--- src/rtl/boot_fetch_ctrl.sv ---
// Secure-boot fetch controller: kicks ROM hash verification, checks the boot signature, streams payload to IMEM.
// Optional trailing-word checksum stage is enabled by defining BOOT_FETCH_CHECKSUM_EN.
module boot_fetch_ctrl #(
  parameter int unsigned COPY_WORDS     = 64,
  parameter logic [31:0] IMEM_BASE      = 32'h0000_0000,
  parameter int unsigned TIMEOUT_CYCLES = 1024,
  parameter logic [31:0] BOOT_SIG       = 32'hCAFE_BABE
) (
  input  logic        clk,
  input  logic        rst_n,
  input  logic        start,
  output logic        rom_cs,
  output logic        rom_read_en,
  output logic [31:0] rom_addr,
  input  logic [31:0] rom_data,
  input  logic        rom_hash_valid,
  input  logic        rom_boot_ready,
  output logic        imem_we,
  output logic [31:0] imem_addr,
  output logic [31:0] imem_wdata,
  output logic        core_rst_n,
  output logic        boot_done,
  output logic        boot_fail,
  output logic [1:0]  fail_code
);

  typedef enum logic [2:0] {
    ST_IDLE  = 3'd0,
    ST_KICK  = 3'd1,
    ST_SIG   = 3'd2,
    ST_COPY  = 3'd3,
    ST_CHECK = 3'd4,
    ST_DONE  = 3'd5,
    ST_FAIL  = 3'd6
  } state_e;

  localparam logic [7:0]  LAST_IDX    = 8'(COPY_WORDS - 1);
  localparam logic [31:0] TIMEOUT_LIM = 32'(TIMEOUT_CYCLES);

  localparam logic [1:0] FC_NONE  = 2'd0;
  localparam logic [1:0] FC_ROM   = 2'd1;
  localparam logic [1:0] FC_SIG   = 2'd2;
  localparam logic [1:0] FC_CKSUM = 2'd3;

  state_e      state_r, state_s;
  logic [31:0] wait_cnt_r, wait_cnt_s;
  logic [7:0]  copy_idx_r, copy_idx_s;
  logic [1:0]  fail_code_r, fail_code_s;
  logic [31:0] copy_off_s;
`ifdef BOOT_FETCH_CHECKSUM_EN
  logic [31:0] sum_r, sum_s;
`endif

  // State and bookkeeping registers, synchronous active-low reset.
  always_ff @(posedge clk) begin
    if (!rst_n) begin
      state_r     <= ST_IDLE;
      wait_cnt_r  <= 32'd0;
      copy_idx_r  <= 8'd0;
      fail_code_r <= FC_NONE;
`ifdef BOOT_FETCH_CHECKSUM_EN
      sum_r       <= 32'd0;
`endif
    end else begin
      state_r     <= state_s;
      wait_cnt_r  <= wait_cnt_s;
      copy_idx_r  <= copy_idx_s;
      fail_code_r <= fail_code_s;
`ifdef BOOT_FETCH_CHECKSUM_EN
      sum_r       <= sum_s;
`endif
    end
  end

  // Next-state logic; a dropped hash_valid after KICK aborts with the ROM fault code.
  always_comb begin
    state_s     = state_r;
    wait_cnt_s  = wait_cnt_r;
    copy_idx_s  = copy_idx_r;
    fail_code_s = fail_code_r;
`ifdef BOOT_FETCH_CHECKSUM_EN
    sum_s       = sum_r;
`endif
    case (state_r)
      ST_IDLE: begin
        if (start) begin
          state_s    = ST_KICK;
          wait_cnt_s = 32'd0;
        end else begin
          state_s = ST_IDLE;
        end
      end
      ST_KICK: begin
        wait_cnt_s = wait_cnt_r + 32'd1;
        if (rom_hash_valid && rom_boot_ready) begin
          state_s = ST_SIG;
        end else if (wait_cnt_s >= TIMEOUT_LIM) begin
          state_s     = ST_FAIL;
          fail_code_s = FC_ROM;
        end else begin
          state_s = ST_KICK;
        end
      end
      ST_SIG: begin
        if (!rom_hash_valid) begin
          state_s     = ST_FAIL;
          fail_code_s = FC_ROM;
        end else if (rom_data == BOOT_SIG) begin
          state_s    = ST_COPY;
          copy_idx_s = 8'd0;
`ifdef BOOT_FETCH_CHECKSUM_EN
          sum_s      = 32'd0;
`endif
        end else begin
          state_s     = ST_FAIL;
          fail_code_s = FC_SIG;
        end
      end
      ST_COPY: begin
        if (!rom_hash_valid) begin
          state_s     = ST_FAIL;
          fail_code_s = FC_ROM;
        end else begin
`ifdef BOOT_FETCH_CHECKSUM_EN
          sum_s = sum_r + rom_data;
`endif
          if (copy_idx_r == LAST_IDX) begin
`ifdef BOOT_FETCH_CHECKSUM_EN
            state_s = ST_CHECK;
`else
            state_s = ST_DONE;
`endif
          end else begin
            copy_idx_s = copy_idx_r + 8'd1;
          end
        end
      end
`ifdef BOOT_FETCH_CHECKSUM_EN
      // rom_data here is the trailing check word, which is summed but never written to IMEM.
      ST_CHECK: begin
        if (!rom_hash_valid) begin
          state_s     = ST_FAIL;
          fail_code_s = FC_ROM;
        end else if ((sum_r + rom_data) == 32'd0) begin
          state_s = ST_DONE;
        end else begin
          state_s     = ST_FAIL;
          fail_code_s = FC_CKSUM;
        end
      end
`endif
      ST_DONE: state_s = ST_DONE;
      ST_FAIL: state_s = ST_FAIL;
      default: begin
        state_s     = ST_FAIL;
        fail_code_s = FC_ROM;
      end
    endcase
  end

  assign copy_off_s = {22'd0, copy_idx_r, 2'b00};

  // Output decode from registered state; IMEM data is the ROM word landing this cycle.
  always_comb begin
    rom_cs      = 1'b0;
    rom_read_en = 1'b0;
    rom_addr    = 32'd0;
    imem_we     = 1'b0;
    imem_addr   = 32'd0;
    imem_wdata  = 32'd0;
    case (state_r)
      ST_KICK: begin
        rom_cs      = 1'b1;
        rom_read_en = 1'b1;
      end
      ST_SIG: begin
        rom_cs      = 1'b1;
        rom_read_en = 1'b1;
        rom_addr    = 32'd4;
      end
      ST_COPY: begin
        rom_cs      = 1'b1;
        rom_read_en = 1'b1;
        rom_addr    = copy_off_s + 32'd8;
        imem_we     = rom_hash_valid;
        imem_addr   = IMEM_BASE + copy_off_s;
        imem_wdata  = rom_data;
      end
      ST_CHECK: begin
        rom_cs      = 1'b1;
        rom_read_en = 1'b1;
        rom_addr    = copy_off_s + 32'd8;
      end
      default: begin
        rom_cs = 1'b0;
      end
    endcase
  end

  assign core_rst_n = (state_r == ST_DONE);
  assign boot_done  = (state_r == ST_DONE);
  assign boot_fail  = (state_r == ST_FAIL);
  assign fail_code  = fail_code_r;

endmodule

--- config.mk ---
export PLATFORM = sky130hd
export DESIGN_NAME = boot_fetch_ctrl
export DESIGN_NICKNAME = d
export VERILOG_FILES = /design/src/rtl/boot_fetch_ctrl.sv
export SDC_FILE = /design/constraint.sdc
export NUM_CORES = 1
export LEC_CHECK = 0
export ABC_AREA = 1
export BUFFER_PORTS_ARGS = -buffer_cell sky130_fd_sc_hd__buf_4
export CAP_MARGIN = 20
export CELL_PAD_IN_SITES_DETAIL_PLACEMENT = 0
export CELL_PAD_IN_SITES_GLOBAL_PLACEMENT = 1
export CORE_MARGIN = 2
export CORE_UTILIZATION = 36
export DETAILED_ROUTE_END_ITERATION = 8
export MAX_ROUTING_LAYER = met4
export PLACE_DENSITY_LB_ADDON = 0.1
export RECOVER_POWER = 25
export SYNTH_ARGS = -nofsm -noshare
export SYNTH_HDL_FRONTEND = slang
export SYNTH_SLANG_ARGS = --single-unit
export TNS_END_PERCENT = 50
--- constraint.sdc ---
create_clock -name clk -period 3.9 [get_ports clk]
set_input_delay 0.78 -clock clk [delete_from_list [all_inputs] [get_ports clk]]
set_output_delay 0.78 -clock clk [all_outputs]
set_load 0.05 [all_outputs]
* After elaboration in Yosys (flattened, before gate mapping)
Index checks and enable logic that the tools add are counted.
Widths: inputs -> output; s select.
** Storage, ports and cells
- Flip-flop bits (word level) :: 45
- Input bits :: 37
- Output and inout port bits :: 104
- Word-level logic and storage cells :: 63
** Cells by class
- $add $sub $neg :: 3
- Order comparisons :: 1
- Equal/unequal tests :: 18
- Mux-type cells :: 26
- Bitwise gates (word level) :: 1
- Reductions and logical operators :: 10
** Operator list (count)
- $mux 32 :: 2
- $pmux 32 s2 :: 1
- $add 32x1->32 const B :: 1
- $eq 32x32->1 const B :: 1
- $ge 32x11->1 const B :: 1
- $mux 8 :: 4
- $pmux 11 s2 :: 1
- $mux 3 :: 6
- $ne 2x2->1 const B :: 8
- $pmux 8 s2 :: 1
- $pmux 3 s5 :: 1
- $add 10x4->11 const B :: 1
- $mux 10 :: 1
- $mux 2 :: 5
- $reduce_and 5->1 :: 2
- $eq 3x3->1 const B :: 3
- $add 8x1->8 const B :: 1
- $eq 8x6->1 const B :: 1
- $pmux 2 s4 :: 1
- $eq 3x2->1 const B :: 2
- $ne 3x3->1 const B :: 2
- $reduce_bool 2->1 :: 2
- $reduce_or 4->1 :: 1
- $eq 3x1->1 const B :: 1
- 7 further kinds :: 9

* Logic depth before layout (Yosys ltp)
- Depth after elaboration :: 5
- Mapped depth :: 16
- Depth with buffers taken out :: 16

* Worst setup path before layout
OpenSTA, ideal clock, no wires.
- Path type :: register to output
- Start :: register state_r[1]
- End :: output port rom_addr[2]
- Data arrival time :: 2.016 ns
- Path slack :: 1.104 ns
- Cell stages (with the launch flop) :: 9
- Path buffers :: 0
- Cell sequence :: dfxtp_1 inv_1 nor2_1 inv_2 nor2_4 inv_2 nand2_1 inv_1 o21ai_0
** On the way
- Cells in the longest elaborated chain, start to end :: 3
** Ends and longest elaborated chain
- start: declaration :: RTL line 45 : state_e state_r, state_s;
- start signal: assignment :: RTL line 65 : state_r <= state_s;
- $eq 3x3->1 or $eq 3x2->1 (tied branches) :: RTL line 171 : case (state_r)
- $reduce_or 2->1 (no source line)
- $pmux 11 s2 * :: RTL line 171
- end: declaration :: RTL line 14 : output logic [31:0] rom_addr,
Every way passes the cells marked *; elsewhere a longest branch is shown, timed or not.

* Final worst setup path
- Start :: register state_r[0]
- End :: output port rom_cs
** On the way
- Cells in the longest elaborated chain, start to end :: 3
** Ends and longest elaborated chain
- $eq 3x3->1, or another cell as far along :: RTL line 171
- $reduce_or 4->1 (no source line) *
- $mux 1 * :: RTL line 171
- end: declaration :: RTL line 12 : output logic rom_cs,
Marks and branches as above.

==> impl_metrics.tcl <==
set metrics [dict create \
    status "completed" \
    post-synth-top-area-fraction 0.2365 \
    cts_sinks 45 \
    layout.cells.non_filler 877 \
    hold_violations 0 \
    rsz0062_at_grt "no" \
    period_needed_ps 3095 \
    cts_resized 0 \
    dp_hpwl_um 8696 \
    cts_tree "done" \
    ys_async_sr_fraction 0 \
    vias 4122 \
    drt-initial-drc-count 151 \
    die_h_um 106.9 \
    max_stage_delay_ps 680 \
    path_max_fanout 14 \
    holdWs_ps 481.7 \
    timing.rr.end "fail_code[0]" \
    pin_count 141 \
    yosysWarnings 0 \
    ir_worst_vdd_mv 0.5141 \
    worst_skew_pair.late_latency_ps 300 \
    numCtsBuffers 5 \
    synth_edf_count 0 \
    finClkSkew_ps 7.638 \
    drt-pass1-iter-count 5 \
    r2r_start "state_r[0]" \
    rows 37 \
    routed_wl_um 10930 \
    r2r_cells 7 \
    max_freq_mhz 323.1 \
    slew_violations 0 \
    synth_adder_area_share 0.009855 \
    synth_xor_area_frac 0.006899 \
    ant_nets 0 \
    dieArea_sq_mm 0.01142 \
    p_leak_nw 2.141 \
    setup_tns_ps 0 \
    track_usage 0.2013 \
    drc 0 \
    routedWlPerCell_um 12.47 \
    gp_congestion 0.8986 \
    synth_compound_area_frac 0.09724 \
    critPathSlowestCell "nor2_1" \
    grt_pass1_wl_um 18200 \
    nets 781 \
    postSynthAreaPerCell_sq_um 5.833 \
    period_share 0.7935 \
    cp-start-kind "flop" \
    global_route.overflow_total 0 \
    antenna_found_initial 0 \
    grt_max_degree 43 \
    synth_common_cells "179 x nand2_1, 103 x nor2_1, 91 x inv_1" \
    synth_flop_cell "dfxtp_1" \
    hp-start "fail_code[0]" \
    yosysMostFrequentCell "nand2_1" \
    syn2layout_area_growth_pct 19.35 \
    drive_gt1_frac 0.1781 \
    required_ps 3120 \
    cts.root.buffer_cell "clkbuf_8" \
    place_inst 870 \
    endpoint_kind "output pin" \
    clk_pin_slew_worst_paths_ps 90 \
    syn-instance-count 653 \
    die_w_um 106.9 \
    initial_core_util 0.3706 \
    n_antenna_cell 0 \
    synth.distinct_cells 38 \
    synth_top_family_by_area "simple AND/OR/NAND/NOR gates" \
    cts_max_level 2 \
    fin_ws_ps 805.4 \
    pre_cts_ws_ps 1212 \
    muxShareOfSynthArea 0 \
    tightest_slew_ps 1133 \
    grt_pass1_vias 3949 \
    cap_violations 0 \
    ys_seq_elements 45 \
    hold_path_class "reg -> reg" \
    slew_headroom 0.2448 \
    io_buffers 93 \
    postCtsSetupBuffers 0 \
    setup_viol 0 \
    cp_cell_sequence "inv_1, nor2_1, inv_1, nand3_1, buf_4" \
    ctsLongestPathBuffers 2 \
    r2r_slack_ps 1130 \
    cts_hold_buf 0 \
    vias_per_cell 4.700 \
    netlist_area_sq_mm 0.003809 \
    synthSimpleGateAreaFrac 0.4455 \
    arrival_ps 2310 \
    holdPathEnd "fail_code[0]" \
    crit_type "reg -> out" \
    synth_top_area_cell "dfxtp_1" \
    p_per_area_mw_per_mm2 357.6 \
    cpMostUsedCell "inv_1" \
    core_area_sq_mm 0.01028 \
    yosysSeqAreaShare 0.2365 \
    yosys-top-cells-area "dfxtp_1 24%, nand2_1 18%, nor2_1 10%, buf_4 9.7%, inv_1 9.0%" \
    hold_path_depth 2 \
]
-- through the flow --
step | instance area (sq um) | total power [W] | util
finish | 4546 | 0.001626 | 0.4423
floorplan | 3981 | 0.001132 | -
global route | 4546 | 0.001714 | 0.4423
global placement | 4459 | 0.001297 | 0.4339
detailed placement | 4459 | 0.001301 | 0.4339
CTS | 4563 | 0.001660 | 0.4440
-- per-layer routing --
layer,vias up,share of wire,global-route usage
met5,-,0,-
met4,0,0.026,0.07607
met3,20,0.059,0.03283
met1,1848,0.43,0.2372
met2,132,0.48,0.3449
li1,2122,-,-
-- cells in the final DEF (no fill, tap or decap), drive strengths merged --
master  count
or3         1
a31oi       2
a211oi      3
o22ai       1
nor4        4
clkinv      3
xor2        3
inv        94
o21bai      3
ha          3
nor3b       1
a22oi       1
dfxtp      45
a311oi      1
nor2      120
or2         1
nor3        8
buf        92
nand3      35
nand4      14
and2        1
conb       47
nand3b      7
o21ai      11
o311a       1
a221oi      2
clkbuf      9
bufinv      1
nand2     187
a21oi      40
-- cell type report --
class,count,area [sq um]
clock buffer,5,68.82
clock inverter,2,35.03
fill,1163,5732
inverter,96,360.3
multi-input combinational,497,2305
sequential,45,900.9
tap,136,170.2
timing repair buffer,96,705.7
-- power breakdown --
part	leakage, nW	total, W	switching (W)	internal, W
logic	1.72	0.000765	0.000593	0.000172
clock network	0.0540	0.000356	0.000169	0.000187
registers	0.363	0.000505	0.0000214	0.000483
-- critical path: cells and delay by family, from the launching register on --
kind / cells / cell delay (ps)
buffers and inverters: 3 / 710
and+or+nand+nor: 2 / 890
DFF: 1 / 410
-- cells by family after synthesis --
| logic type | after synthesis |
|---|---|
| compound gates | 65 |
| simple gates | 379 |
| fa+ha+maj | 3 |
| xor+xnor | 3 |
| buf+inv | 157 |
| other cells | 1 |
| flops | 45 |
-- worst max path at each step --
stage / from / end / slack, ps / cells after the start
floorplan: state_r[1] / rom_addr[2] / 1100 / 8
global placement: state_r[2] / rom_read_en / 1290 / 8
detailed placement: state_r[0] / rom_cs / 1210 / 7
CTS: state_r[1] / rom_cs / 870 / 9
global route: state_r[0] / rom_cs / 610 / 5
finish: state_r[0] / rom_cs / 810 / 5
-- state kept, by name (all words and copies together), names as in the netlist --
signal      flops
copy_idx_r      8
fail_code       2
state_r         3
wait_cnt_r     32
(Power assumes the default switching activity.)
